--- config.mk ---
export PLATFORM = sky130hd
export DESIGN_NAME = pipe_ctrl
export DESIGN_NICKNAME = d
export VERILOG_FILES = /design/src/rtl/pipe_ctrl_pkg.sv /design/src/rtl/pipe_ctrl_dff_lrc.sv /design/src/rtl/pipe_ctrl.sv
export SDC_FILE = /design/constraint.sdc
export NUM_CORES = 1
export LEC_CHECK = 0
export BUFFER_PORTS_ARGS = -buffer_cell sky130_fd_sc_hd__buf_2
export CAP_MARGIN = 25
export CORE_ASPECT_RATIO = 1.5
export CORE_MARGIN = 2
export CORE_UTILIZATION = 25
export CTS_CLUSTER_DIAMETER = 60
export DETAILED_ROUTE_END_ITERATION = 6
export PLACE_DENSITY = 0.55
export SLEW_MARGIN = 40
export SYNTH_ARGS = -nofsm -noshare
export SYNTH_HDL_FRONTEND = slang
export SYNTH_SLANG_ARGS = --single-unit
--- constraint.sdc ---
create_clock -name clk -period 4.4 [get_ports clk]
set_input_delay 0.66 -clock clk [delete_from_list [all_inputs] [get_ports clk]]
set_output_delay 0.66 -clock clk [all_outputs]
set_load 0.05 [all_outputs]
--- src/rtl/pipe_ctrl_pkg.sv ---
// Shared definitions for the pipeline controller: stall/flush bit positions,
// bus widths, FSM state encoding and the stall priority encoder.
package pipe_ctrl_pkg;

    localparam int STALL_W = 6;
    localparam int FLUSH_W = 5;

    localparam int STALL_PC  = 0;
    localparam int STALL_IF  = 1;
    localparam int STALL_ID  = 2;
    localparam int STALL_EX  = 3;
    localparam int STALL_MEM = 4;
    localparam int STALL_WB  = 5;

    localparam int FLUSH_IF_ID  = 1;
    localparam int FLUSH_ID_EX  = 2;
    localparam int FLUSH_EX_MEM = 3;
    localparam int FLUSH_MEM_WB = 4;

    typedef enum logic [1:0] {
        IDLE      = 2'd0,
        JUMP_PEND = 2'd1,
        TRAP_WAIT = 2'd2
    } state_t;

    // The oldest stage asking to stall freezes itself and everything younger.
    function automatic logic [STALL_W-1:0] stall_encode(
        input logic if_req,
        input logic id_req,
        input logic ex_req,
        input logic mem_req
    );
        logic [STALL_W-1:0] s;
        if (mem_req) begin
            s = 6'b011111;
        end else if (ex_req) begin
            s = 6'b001111;
        end else if (id_req) begin
            s = 6'b000111;
        end else if (if_req) begin
            s = 6'b000011;
        end else begin
            s = 6'b000000;
        end
        return s;
    endfunction

endpackage

--- src/rtl/pipe_ctrl_dff_lrc.sv ---
// Generic register cell with load enable and synchronous clear; async
// active-high reset to zero.
module pipe_ctrl_dff_lrc #(
    parameter int W = 32
) (
    input  logic         clk,
    input  logic         rst,
    input  logic         load,
    input  logic         clr,
    input  logic [W-1:0] d,
    output logic [W-1:0] q
);

    // Storage: clear takes precedence over load.
    always_ff @(posedge clk or posedge rst) begin
        if (rst) begin
            q <= '0;
        end else if (clr) begin
            q <= '0;
        end else if (load) begin
            q <= d;
        end else begin
            q <= q;
        end
    end

endmodule

--- src/rtl/pipe_ctrl.sv ---
// Central pipeline controller: stall/flush buses, PC redirect for jumps and
// traps, and a small FSM holding redirects that cannot complete at once.
module pipe_ctrl
    import pipe_ctrl_pkg::*;
#(
    parameter int ADDR_W = 32
) (
    input  logic               clk,
    input  logic               rst,
    input  logic               if_stall_req_i,
    input  logic               id_stall_req_i,
    input  logic               ex_stall_req_i,
    input  logic               mem_stall_req_i,
    input  logic               jump_req_i,
    input  logic [ADDR_W-1:0]  jump_addr_i,
    input  logic               trap_req_i,
    input  logic [ADDR_W-1:0]  trap_addr_i,
    output logic [STALL_W-1:0] stall_o,
    output logic [FLUSH_W-1:0] flush_o,
    output logic               redirect_o,
    output logic [ADDR_W-1:0]  redirect_addr_o,
    output logic               trap_ack_o
);

    state_t              state_r;
    state_t              state_nxt_s;
    logic [ADDR_W-1:0]   pend_addr_r;
    logic [ADDR_W-1:0]   pend_d_s;
    logic                pend_load_s;
    logic [STALL_W-1:0]  stall_s;
    logic [FLUSH_W-1:0]  flush_s;
    logic                redirect_s;
    logic [ADDR_W-1:0]   redirect_addr_s;
    logic                trap_ack_s;
    logic                jump_ok_s;

    pipe_ctrl_dff_lrc #(.W(ADDR_W)) u_pend_addr (
        .clk  (clk),
        .rst  (rst),
        .load (pend_load_s),
        .clr  (1'b0),
        .d    (pend_d_s),
        .q    (pend_addr_r)
    );

    // FSM state register.
    always_ff @(posedge clk or posedge rst) begin
        if (rst) begin
            state_r <= IDLE;
        end else begin
            state_r <= state_nxt_s;
        end
    end

    // Next state and combinational outputs; traps outrank jumps.
    always_comb begin
        state_nxt_s     = state_r;
        stall_s         = stall_encode(if_stall_req_i, id_stall_req_i,
                                       ex_stall_req_i, mem_stall_req_i);
        flush_s         = '0;
        redirect_s      = 1'b0;
        redirect_addr_s = '0;
        trap_ack_s      = 1'b0;
        pend_load_s     = 1'b0;
        pend_d_s        = jump_addr_i;
        jump_ok_s       = jump_req_i && !stall_s[STALL_EX];

        case (state_r)
            IDLE, JUMP_PEND: begin
                if (trap_req_i) begin
                    if (!mem_stall_req_i) begin
                        flush_s[FLUSH_EX_MEM:FLUSH_IF_ID] = 3'b111;
                        redirect_s      = 1'b1;
                        redirect_addr_s = trap_addr_i;
                        trap_ack_s      = 1'b1;
                        state_nxt_s     = IDLE;
                    end else begin
                        pend_load_s = 1'b1;
                        pend_d_s    = trap_addr_i;
                        state_nxt_s = TRAP_WAIT;
                    end
                end else if (state_r == JUMP_PEND) begin
                    // Younger instructions are flushed, so jump_req_i is not looked at here.
                    flush_s[FLUSH_IF_ID] = 1'b1;
                    redirect_s      = 1'b1;
                    redirect_addr_s = pend_addr_r;
                    if (!if_stall_req_i) begin
                        state_nxt_s = IDLE;
                    end else begin
                        state_nxt_s = JUMP_PEND;
                    end
                end else if (jump_ok_s) begin
                    flush_s[FLUSH_IF_ID] = 1'b1;
                    flush_s[FLUSH_ID_EX] = 1'b1;
                    redirect_s      = 1'b1;
                    redirect_addr_s = jump_addr_i;
                    if (if_stall_req_i) begin
                        pend_load_s = 1'b1;
                        pend_d_s    = jump_addr_i;
                        state_nxt_s = JUMP_PEND;
                    end else begin
                        state_nxt_s = IDLE;
                    end
                end else begin
                    state_nxt_s = IDLE;
                end
            end
            TRAP_WAIT: begin
                if (!mem_stall_req_i) begin
                    flush_s[FLUSH_EX_MEM:FLUSH_IF_ID] = 3'b111;
                    redirect_s      = 1'b1;
                    redirect_addr_s = pend_addr_r;
                    trap_ack_s      = 1'b1;
                    state_nxt_s     = IDLE;
                end else begin
                    state_nxt_s = TRAP_WAIT;
                end
            end
            default: begin
                state_nxt_s = IDLE;
            end
        endcase
    end

    // Reset forces every output low even while requests are asserted.
    assign stall_o         = rst ? '0   : stall_s;
    assign flush_o         = rst ? '0   : flush_s;
    assign redirect_o      = rst ? 1'b0 : redirect_s;
    assign redirect_addr_o = rst ? '0   : redirect_addr_s;
    assign trap_ack_o      = rst ? 1'b0 : trap_ack_s;

endmodule

=== After elaboration in Yosys (flattened, before gate mapping) ===
Cells that the tools add are included.

* Muxes and demuxes: 44
* Equality and inequality tests: 2
* Reductions and logical operators: 4

{| class="wikitable"
|+ Operators with widths
! cell !! count
|-
| two-way mux 32 bit || 9
|-
| one-hot mux 32 bit (2 select lines) || 1
|-
| two-way mux 1 bit || 17
|-
| two-way mux 2 bit || 7
|-
| two-way mux 4 bit || 2
|-
| two-way mux 3 bit || 2
|-
| two-way mux 6 bit || 1
|-
| one-hot mux 3 bit (2 select lines) || 1
|-
| two-way mux 5 bit || 1
|-
| one-hot mux 1 bit (2 select lines) || 2
|-
| one-hot mux 2 bit (2 select lines) || 1
|-
| equality test 2 x 1 -> 1 bit (second input constant) || 1
|-
| equality test 2 bit (second input constant) || 1
|-
| zero test 2 bit || 1
|-
| OR reduction 2 bit || 1
|-
| logical AND 1 bit || 1
|-
| zero test 1 bit || 1
|}

* Output and inout port bits: 45
* Bits in registers: 34
* Word-level logic and storage cells: 52
* Bits of input ports: 72

=== Depth between registers and ports, before layout ===
Gate-level depths: netlist (run 1).

* Word-level depth: 11
* Depth in mapped cells: 7
* Gate-level depth less buffers: 3

=== Cells and area by module ===
A second synthesis (run 1) with hierarchy kept.

* Cells, all modules: 337
* Area total of the unflattened synthesis: 3067.9 µm²

{| class="wikitable"
|+ Modules (own cells, without submodules)
! module !! instances !! cells each !! area each (µm²)
|-
| pipe_ctrl || 1 || 233 || 1740.4
|-
| pipe_ctrl_dff_lrc || 1 || 104 || 1327.5
|}

=== Least setup slack after synthesis (run 1) ===
No wires, ideal clock.

* Path type: input to output
* Start point: in rst
* End point: out flush_o[3]
* Stages: 5
* Path slack: 0.177 ns
* Arrival time: 3.563 ns
* Path buffers: 2
* Path through: inv_1 -> nand2_1 -> clkbuf_1 -> nor3b_1 -> buf_4

* Longest elaborated chain between the ends: 1

{| class="wikitable"
|+ RTL lines
! element !! RTL line !! source
|-
| start: declaration || pipe_ctrl.sv:9 || <nowiki>input logic rst,</nowiki>
|-
| two-way mux 4 bit || pipe_ctrl.sv:127 || <nowiki>assign flush_o = rst ? '0 : flush_s;</nowiki>
|-
| end: declaration || pipe_ctrl.sv:19 || <nowiki>output logic [FLUSH_W-1:0] flush_o,</nowiki>
|}

No other way between the ends.

=== Final worst setup path (run 1) ===
* Start point: reg state_r[1]
* End point: out redirect_addr_o[24]

* Longest elaborated chain between the ends: 5

{| class="wikitable"
|+ RTL lines
! element !! RTL line !! source
|-
| start: declaration || pipe_ctrl.sv:25 || <nowiki>state_t state_r;</nowiki>
|-
| start signal: assignment || pipe_ctrl.sv:51 || <nowiki>state_r <= state_nxt_s;</nowiki>
|-
| equality test 2 x 1 -> 1 bit || pipe_ctrl.sv:68, pipe_ctrl.sv:82 ||
|-
| two-way mux 32 bit || pipe_ctrl.sv:82 || <nowiki>end else if (state_r == JUMP_PEND) begin</nowiki>
|-
| two-way mux 32 bit || pipe_ctrl.sv:70 || <nowiki>if (trap_req_i) begin</nowiki>
|-
| one-hot mux 32 bit (2 select lines) * || pipe_ctrl.sv:68 || <nowiki>case (state_r)</nowiki>
|-
| two-way mux 32 bit * || pipe_ctrl.sv:129 || <nowiki>assign redirect_addr_o = rst ? '0 : redirect_addr_s;</nowiki>
|-
| end: declaration || pipe_ctrl.sv:21 || <nowiki>output logic [ADDR_W-1:0] redirect_addr_o,</nowiki>
|}

Mark *: on every way between the ends. The rest lies on a longest branch, timed or not.

==> flow_summary.json, run 1 <==
{
  "root_buffer": "clkbuf_16",
  "routabilityCongestion": 0.803,
  "cts.path.max_buffers": 2,
  "drv_cap": 0,
  "initial_core_util_pct": 25.3,
  "core-area_sq_um": 10900,
  "synth_edf_count": 0,
  "io_pins": 117,
  "cts_resized": 0,
  "path_clk_slew_ps": 60,
  "finalCriticalPeriod_ps": 3320,
  "avgSynthCellArea_sq_um": 9.08,
  "tightest_slew_ps": 847,
  "dp_cells": 533,
  "r2r_cells": 4,
  "cts_tree": "built",
  "ys.flop_type": "dfrtp_1",
  "drt.antenna.violating_nets": 0,
  "p_int_uw": 760,
  "layout-drive-gt1-share_pct": 35.0,
  "final-hold-violation-count": 0,
  "total_power_mw": 1.14,
  "n_fill_cell": 1191,
  "routed_via_density": 5.72,
  "wl_per_cell_um": 18.9,
  "async_flop_share_pct": 100,
  "clock_sinks": 34,
  "multi_input_area_sq_um": 1660,
  "antenna_found_initial": 0,
  "clock_latency_ps": 280,
  "die_y_um": 133,
  "grtUsageTotal_pct": 16.5,
  "status": "complete, no violations",
  "power_switching_uw": 384,
  "drc_errors": 0,
  "fmax_mhz": 301,
  "vias": 3093,
  "drt_wl_total_um": 10200,
  "p_leak_nw": 1.70,
  "post-route-period-util_pct": 75.4,
  "cts_setup_buffers": 0,
  "drt_iter0_markers": 186,
  "cts_made_buffers": 5,
  "grt_pass1_vias": 3136,
  "skew_ps": 6.24,
  "power.density_nw_per_um2": 322,
  "relSlewSlack_pct": 43.5,
  "startpoint_type": "flop",
  "drt-pass1-iter-count": 5,
  "hold_class": "input pin to async pin",
  "synth_seq_cells": 34,
  "fin_ws_ps": 1080,
  "die_area_sq_um": 12000,
  "layoutNonFillerInstCount": 541,
  "power_frac_seq_pct": 36.1,
  "vdd_ir_drop_max_mv": 0.147,
  "seq_area_sq_um": 851,
  "criticalPathCategory": "flop to output pin",
  "yosysSeqAreaShare_pct": 30.7,
  "syn_inst": 305,
  "netlist_area_sq_um": 2770,
  "area_growth_syn_to_layout_pct": 28.1,
  "port_buffers": 113,
  "final_common_cell": "buf_2",
  "die_x_um": 90.0,
  "grt_pass1_wl_um": 16200,
  "cp.required_ps": 3740,
  "diodes": 0,
  "nNetsFinal": 465,
  "crit_fanout": 24,
  "fin_hold_ws_ps": 426,
  "synth_warnings": 0,
  "slew_viol_final": 0,
  "dp_slack_ps": 1240,
  "combPwrFrac_pct": 28.8,
  "grt_max_degree": 35,
  "overflow": 0,
  "rows": 47,
  "setup_tns_ps": 0,
  "finalSetupViolations": 0,
  "switching_share_pct": 33.6,
  "final_cell_mix": "buf_2, dfrtp_1",
  "holdBufCountCts": 0,
  "critPathCaptureType": "output pin",
  "cp_data_arrival_time_ps": 2660,
  "dp_hpwl_um": 6910,
  "ys_types": 27,
  "rsz0062_at_grt": "false",
  "pwr-share-clk_pct": 35.1,
  "h-tree-depth": 2
}
[critical path, cell delays in order (launching register included)]
cell and delay (ps):
dfrtp_1 630, nor2b_2 700, buf_4 380, a32oi_1 90, o22ai_1 260, buf_2 310
[routing by layer]
metal	global-route usage, %	wire, um
met5	0	0
met4	6.41	189
met2	30.2	5340
met3	2.33	537
met1	19.4	4180
[state kept, by name, summed over array words and instances (netlist names)]
name,count
u_pend_addr.q,32
state_r,2
[path summary, 6_finish.rpt]
check | slack [ps] | from | end
min reg2reg | 540 | u_pend_addr.q[13]$_DFFE_PP0P_ | u_pend_addr.q[13]$_DFFE_PP0P_
max | 1080 | state_r[1]$_DFF_PP0_ | redirect_addr_o[24]
max reg2reg | 1840 | state_r[0]$_DFF_PP0_ | u_pend_addr.q[26]$_DFFE_PP0P_
max in group asynchronous | 3330 | rst | u_pend_addr.q[28]$_DFFE_PP0P_
min in group clk | 540 | u_pend_addr.q[13]$_DFFE_PP0P_ | u_pend_addr.q[13]$_DFFE_PP0P_
min | 430 | rst | u_pend_addr.q[0]$_DFFE_PP0P_
[layout make-up]
class	count	area share, %
multi-input cells	222	46.9
flip-flops and latches	34	24.0
repair buffers	125	18.8
well taps	147	5.18
clock buffers	5	3.53
clock inverters	3	1.13
inverters	5	0.529
[Yosys cell counts (all sizes together), types with 5 or more instances]
cell type	number	share of area [%]
o22ai	32	7.2
a221o	32	12
inv	5	0.68
and2	32	7.2
a32oi	16	5.1
nor2	5	0.68
and3b	33	10
a22oi	16	4.3
a31oi	32	7.2
clkbuf	30	4.1
dfrtp	34	31
buf	16	5.0
[power by group through the flow]
stage | Sequential, mW | Combinational (mW) | Clock (mW)
final | 0.412 | 0.330 | 0.401
after global routing | 0.420 | 0.353 | 0.424
after CTS | 0.410 | 0.331 | 0.412
after detailed placement | 0.414 | 0.331 | 0
after global placement | 0.413 | 0.324 | 0
after floorplan | 0.398 | 0.240 | 0
[stage by stage]
step | util [%] | area, sq um
finish | 32.4 | 3550
global route | 32.4 | 3550
CTS | 32.4 | 3550
detailed placement | 30.9 | 3380
global placement | 30.7 | 3350
floorplan | - | 2780
[cell families (layout without fill, tap and decap cells)]
logic type      Yosys count  count (layout)  share of synthesized area, %
compound gates          136             136                          37.9
buf+inv                  51             138                          9.71
flops                    34              34                          30.7
other cells               1               3                         0.135
simple gates             83              83                          21.5
Power figures use the tool's default switching activity.
==> inputs of run 2 (changes only) <==
--- a/config.mk
+++ b/config.mk
@@ -12,7 +12,7 @@
 export CORE_UTILIZATION = 25
 export CTS_CLUSTER_DIAMETER = 60
 export DETAILED_ROUTE_END_ITERATION = 6
-export PLACE_DENSITY = 0.55
+export PLACE_DENSITY = 0.57
 export SLEW_MARGIN = 40
 export SYNTH_ARGS = -nofsm -noshare
 export SYNTH_HDL_FRONTEND = slang
==> constraint.sdc (replaced) <==
create_clock -name clk -period 2.9 [get_ports clk]
set_input_delay 0.435 -clock clk [delete_from_list [all_inputs] [get_ports clk]]
set_output_delay 0.435 -clock clk [all_outputs]
set_load 0.05 [all_outputs]
==> run 2 against run 1 <==
  * Cell area rose by 2.0%
  * Core utilization rose by 0.66 points
  * First-iteration DRC count fell by 12%
  * Critical path depth rose by 1
  * Via count fell by 1.5%
  * Worst hold slack got worse by 310 ps
  * Clock skew fell by 3.2 ps
==> flow_summary.json, run 2 (synthesized netlist as in run 1, its figures left out) <==
{
  "switching_share_pct": 34.4,
  "area_growth_syn_to_layout_pct": 30.7,
  "startpoint_type": "flop",
  "cts.path.max_buffers": 2,
  "port_buffers": 113,
  "largest_reg_flops": 32,
  "timing.rr.end": "u_pend_addr.q[5]$_DFFE_PP0P_",
  "diodes": 0,
  "fin_area_sq_um": 3620,
  "clock_sinks": 34,
  "setup_tns_ps": 0,
  "final_common_cell": "buf_2",
  "drt_wl_total_um": 10300,
  "p_leak_nw": 1.74,
  "grtUsageTotal_pct": 16.6,
  "power_switching_uw": 575,
  "finalCriticalPeriod_ps": 2610,
  "core-area_sq_um": 10900,
  "largest-register": "u_pend_addr.q",
  "final-hold-violation-count": 0,
  "finalSetupViolations": 0,
  "fin_ws_ps": 285,
  "h-tree-depth": 2,
  "slew_viol_final": 0,
  "final_util_pct": 33.1,
  "relSlewSlack_pct": 56.3,
  "r2r_cells": 6,
  "place_area_sq_um": 3470,
  "post-route-period-util_pct": 90.2,
  "layoutNonFillerInstCount": 551,
  "initial_core_util_pct": 25.3,
  "cts_made_buffers": 5,
  "drt-pass1-iter-count": 4,
  "criticalPathCategory": "flop to output pin",
  "rsz0062_at_grt": "false",
  "path_clk_slew_ps": 50,
  "cp_data_arrival_time_ps": 2180,
  "drc_errors": 0,
  "grt_max_degree": 43,
  "die_area_sq_um": 12000,
  "root_buffer": "clkbuf_16",
  "cp.required_ps": 2470,
  "crit_start": "state_r[0]$_DFF_PP0_",
  "r2r-start": "state_r[1]$_DFF_PP0_",
  "dp_slack_ps": 557,
  "routabilityCongestion": 0.838,
  "dp_hpwl_um": 7250,
  "grt_pass1_vias": 3165,
  "clock_latency_ps": 270,
  "combPwrFrac_pct": 30.7,
  "routed_via_density": 5.53,
  "vias": 3048,
  "crit_fanout": 25,
  "overflow": 0,
  "status": "complete, no violations",
  "cts_tree": "built",
  "tightest_slew_ps": 653,
  "critPathCaptureType": "output pin",
  "cts_setup_buffers": 0,
  "power_frac_seq_pct": 37.3,
  "ff2ff_setup_slack_ps": 900,
  "skew_ps": 3.04,
  "antenna_found_initial": 0,
  "power.density_nw_per_um2": 462,
  "holdBufCountCts": 0,
  "dp_cells": 543,
  "grt_pass1_wl_um": 16200,
  "cts_resized": 0,
  "die_x_um": 90.0,
  "total_power_mw": 1.67,
  "fmax_mhz": 382,
  "wl_per_cell_um": 18.6,
  "drv_cap": 0,
  "io_pins": 117,
  "n_fill_cell": 1202,
  "rows": 47,
  "drt.antenna.violating_nets": 0,
  "p_int_mw": 1.10,
  "layout-drive-gt1-share_pct": 36.4,
  "final_cell_mix": "buf_2, dfrtp_1, and3b_1",
  "drt_iter0_markers": 164,
  "hold_class": "input pin to async pin",
  "nNetsFinal": 475,
  "fin_hold_ws_ps": 120,
  "crit_path_end": "redirect_addr_o[24]",
  "die_y_um": 133,
  "pwr-share-clk_pct": 32.0,
  "largestRegisters": "u_pend_addr.q (32), state_r (2)",
  "vdd_ir_drop_max_mv": 0.218
}
## run 2: power groups by stage
stage	clock (mW)	combinational, mW	sequential [mW]
floorplan	0	0.364	0.605
global placement	0	0.496	0.626
detailed placement	0	0.514	0.625
CTS	0.548	0.513	0.621
global route	0.564	0.547	0.633
finish	0.535	0.513	0.624
## run 2: critical path, cell delays in order, from the launching register on
cell and delay, ps:
dfrtp_1 370, buf_4 200, nand2b_1 340, buf_12 240
a31oi_1 110, o22ai_1 310, buf_2 330
## run 2: routing by layer
metal,wire length (um),GRT usage [%],vias to the layer above
met5,0,0,-
met4,244,5.98,0
met3,457,1.94,13
met2,5540,32.8,103
met1,4030,17.9,1513
li1,-,-,1419
## run 2: layout make-up
| type | count | area [sq um] | area share [%] |
|---|---|---|---|
| multi-input cells | 222 | 1670 | 46.0 |
| flip-flops and latches | 34 | 851 | 23.5 |
| repair buffers | 135 | 751 | 20.7 |
| well taps | 147 | 184 | 5.08 |
| clock buffers | 7 | 143 | 3.94 |
| inverters | 5 | 22.5 | 0.622 |
| clock inverters | 1 | 5.00 | 0.138 |
## run 2: worst min-delay path by stage
| stage | from | slack, ps | depth (start not counted) | end |
|---|---|---|---|---|
| floorplan | rst | 380 | 1 | state_r[0]$_DFF_PP0_ |
| global placement | rst | 400 | 2 | u_pend_addr.q[0]$_DFFE_PP0P_ |
| detailed placement | rst | 410 | 2 | u_pend_addr.q[31]$_DFFE_PP0P_ |
| CTS | rst | 110 | 2 | u_pend_addr.q[3]$_DFFE_PP0P_ |
| global route | rst | 130 | 2 | u_pend_addr.q[3]$_DFFE_PP0P_ |
| finish | rst | 120 | 2 | u_pend_addr.q[0]$_DFFE_PP0P_ |
==> inputs of run 3 (changes only) <==
--- a/config.mk
+++ b/config.mk
@@ -12,7 +12,7 @@
 export CORE_UTILIZATION = 25
 export CTS_CLUSTER_DIAMETER = 60
 export DETAILED_ROUTE_END_ITERATION = 6
-export PLACE_DENSITY = 0.57
+export PLACE_DENSITY_LB_ADDON = 0.3
 export SLEW_MARGIN = 40
 export SYNTH_ARGS = -nofsm -noshare
 export SYNTH_HDL_FRONTEND = slang
==> run 3 against run 2 <==
  * Clock-buffer cell count did not move
  * Register-to-register slack got worse by 190 ps
  * Clock power rose by 0.9%
  * First-iteration DRC count rose by 9.8%
  * Largest cell class unchanged
==> flow_summary.json, run 3 (synthesized netlist as in run 1, its figures left out) <==
{
  "status": "complete, no violations",
  "wl_per_cell_um": 18.0,
  "wl_met3_um": 461,
  "dp_cells": 540,
  "final_cell_mix": "buf_2, dfrtp_1, and3b_1",
  "seq_area_sq_um": 851,
  "vdd_ir_drop_max_mv": 0.163,
  "die_x_um": 90.0,
  "rsz0062_at_grt": "false",
  "drv_cap": 0,
  "initial_core_util_pct": 25.3,
  "criticalPathCategory": "flop to output pin",
  "die_area_sq_um": 12000,
  "routabilityCongestion": 0.794,
  "antenna_found_initial": 0,
  "fin_ws_ps": 352,
  "pwr-share-clk_pct": 32.4,
  "nNetsFinal": 472,
  "grt_pass1_wl_um": 15900,
  "cp_cell_sequence": "nand2b_1 -> buf_12 -> a31oi_1 -> o22ai_1 -> buf_2",
  "drc_errors": 0,
  "finalCriticalPeriod_ps": 2550,
  "met1Wirelength_um": 4010,
  "cp.required_ps": 2470,
  "cts_resized": 0,
  "vias": 2976,
  "drt.antenna.violating_nets": 0,
  "largest-register": "u_pend_addr.q",
  "slew_viol_final": 0,
  "power_frac_seq_pct": 37.5,
  "layout-drive-gt1-share_pct": 35.9,
  "r2r_cells": 5,
  "critPathCaptureType": "output pin",
  "path_clk_slew_ps": 60,
  "grt_pass1_vias": 3078,
  "crit_path_max_incr_delay_ps": 670,
  "worst-path-buf-inv": 2,
  "overflow": 0,
  "post-route-period-util_pct": 87.9,
  "drt-pass1-iter-count": 4,
  "area_growth_syn_to_layout_pct": 29.8,
  "port_buffers": 113,
  "critPathTopFamily": "flip-flops",
  "diodes": 0,
  "final_common_cell": "buf_2",
  "largestRegisters": "u_pend_addr.q (32), state_r (2)",
  "cp_data_arrival_time_ps": 2110,
  "critical_path_depth": 5,
  "fmax_mhz": 392,
  "tightest_slew_ps": 597,
  "grt_max_degree": 36,
  "root_buffer": "clkbuf_16",
  "total_power_mw": 1.67,
  "dp_hpwl_um": 6930,
  "n_fill_cell": 1213,
  "power_switching_uw": 571,
  "startpoint_type": "flop",
  "clock_latency_ps": 280,
  "multi_input_area_sq_um": 1670,
  "drt_wl_total_um": 9890,
  "dp_slack_ps": 546,
  "skew_ps": 6.68,
  "crit_fanout": 25,
  "final-hold-violation-count": 0,
  "hold_class": "input pin to async pin",
  "power.density_nw_per_um2": 463,
  "p_leak_nw": 1.73,
  "switching_share_pct": 34.3,
  "cts_setup_buffers": 0,
  "io_pins": 117,
  "die_y_um": 133,
  "clock_sinks": 34,
  "rows": 47,
  "combPwrFrac_pct": 30.0,
  "setup_tns_ps": 0,
  "routed_via_density": 5.43,
  "h-tree-depth": 2,
  "drt_iter0_markers": 180,
  "largest_reg_flops": 32,
  "layoutNonFillerInstCount": 548,
  "core-area_sq_um": 10900,
  "holdBufCountCts": 0,
  "grtUsageTotal_pct": 16.3,
  "cts_made_buffers": 5,
  "cts.path.max_buffers": 2,
  "wl_met2_um": 5300,
  "highest_layer": "met4",
  "cp_slowest_cell": "dfrtp_1",
  "cts_tree": "built",
  "p_int_mw": 1.09,
  "finalSetupViolations": 0,
  "relSlewSlack_pct": 60.1
}
-- run 3: stage by stage --
stage | util (%) | area [sq um] | hold slack, ps
global route | 32.9 | 3590 | 247
CTS | 32.9 | 3590 | 212
finish | 32.9 | 3590 | 204
detailed placement | 31.5 | 3450 | 510
floorplan | - | 2790 | 384
global placement | 31.4 | 3440 | 498
-- run 3: final cells by class --
cell class / count / share of cell area, %
Timing Repair Buffer: 132 / 20.2
Clock buffer: 7 / 3.97
Clock inverter: 1 / 0.139
Multi-Input combinational cell: 222 / 46.3
Inverter: 5 / 0.627
Sequential cell: 34 / 23.7
Tap cell: 147 / 5.12
-- run 3: power by group through the flow --
stage | Clock, mW | Combinational, mW | Sequential (mW)
floorplan | 0 | 0.364 | 0.605
CTS | 0.552 | 0.504 | 0.622
detailed placement | 0 | 0.505 | 0.626
finish | 0.540 | 0.500 | 0.625
global route | 0.575 | 0.540 | 0.635
global placement | 0 | 0.492 | 0.627
-- run 3: worst reg2reg max path, stage by stage, from the launching register on --
cell and delay (ps):
dfrtp_1 670, inv_1 270, buf_4 260, a41oi_4 480
buf_6 280, a221o_1 180
-- run 3: worst paths after layout --
kind,endpoint,slack [ps],from
min in group clk,u_pend_addr.q[17]$_DFFE_PP0P_,400,jump_addr_i[17]
hold / removal,u_pend_addr.q[1]$_DFFE_PP0P_,200,rst
setup / recovery,redirect_addr_o[24],350,state_r[0]$_DFF_PP0_
max in group asynchronous,u_pend_addr.q[13]$_DFFE_PP0P_,2090,rst
setup reg to reg,u_pend_addr.q[21]$_DFFE_PP0P_,710,state_r[0]$_DFF_PP0_
hold reg to reg,u_pend_addr.q[16]$_DFFE_PP0P_,530,u_pend_addr.q[16]$_DFFE_PP0P_
-- run 3: metal layers --
metal	track usage, %	vias up
li1	-	1415
met1	18.4	1458
met2	31.2	95
met3	2.39	8
met4	5.04	0
met5	0	-
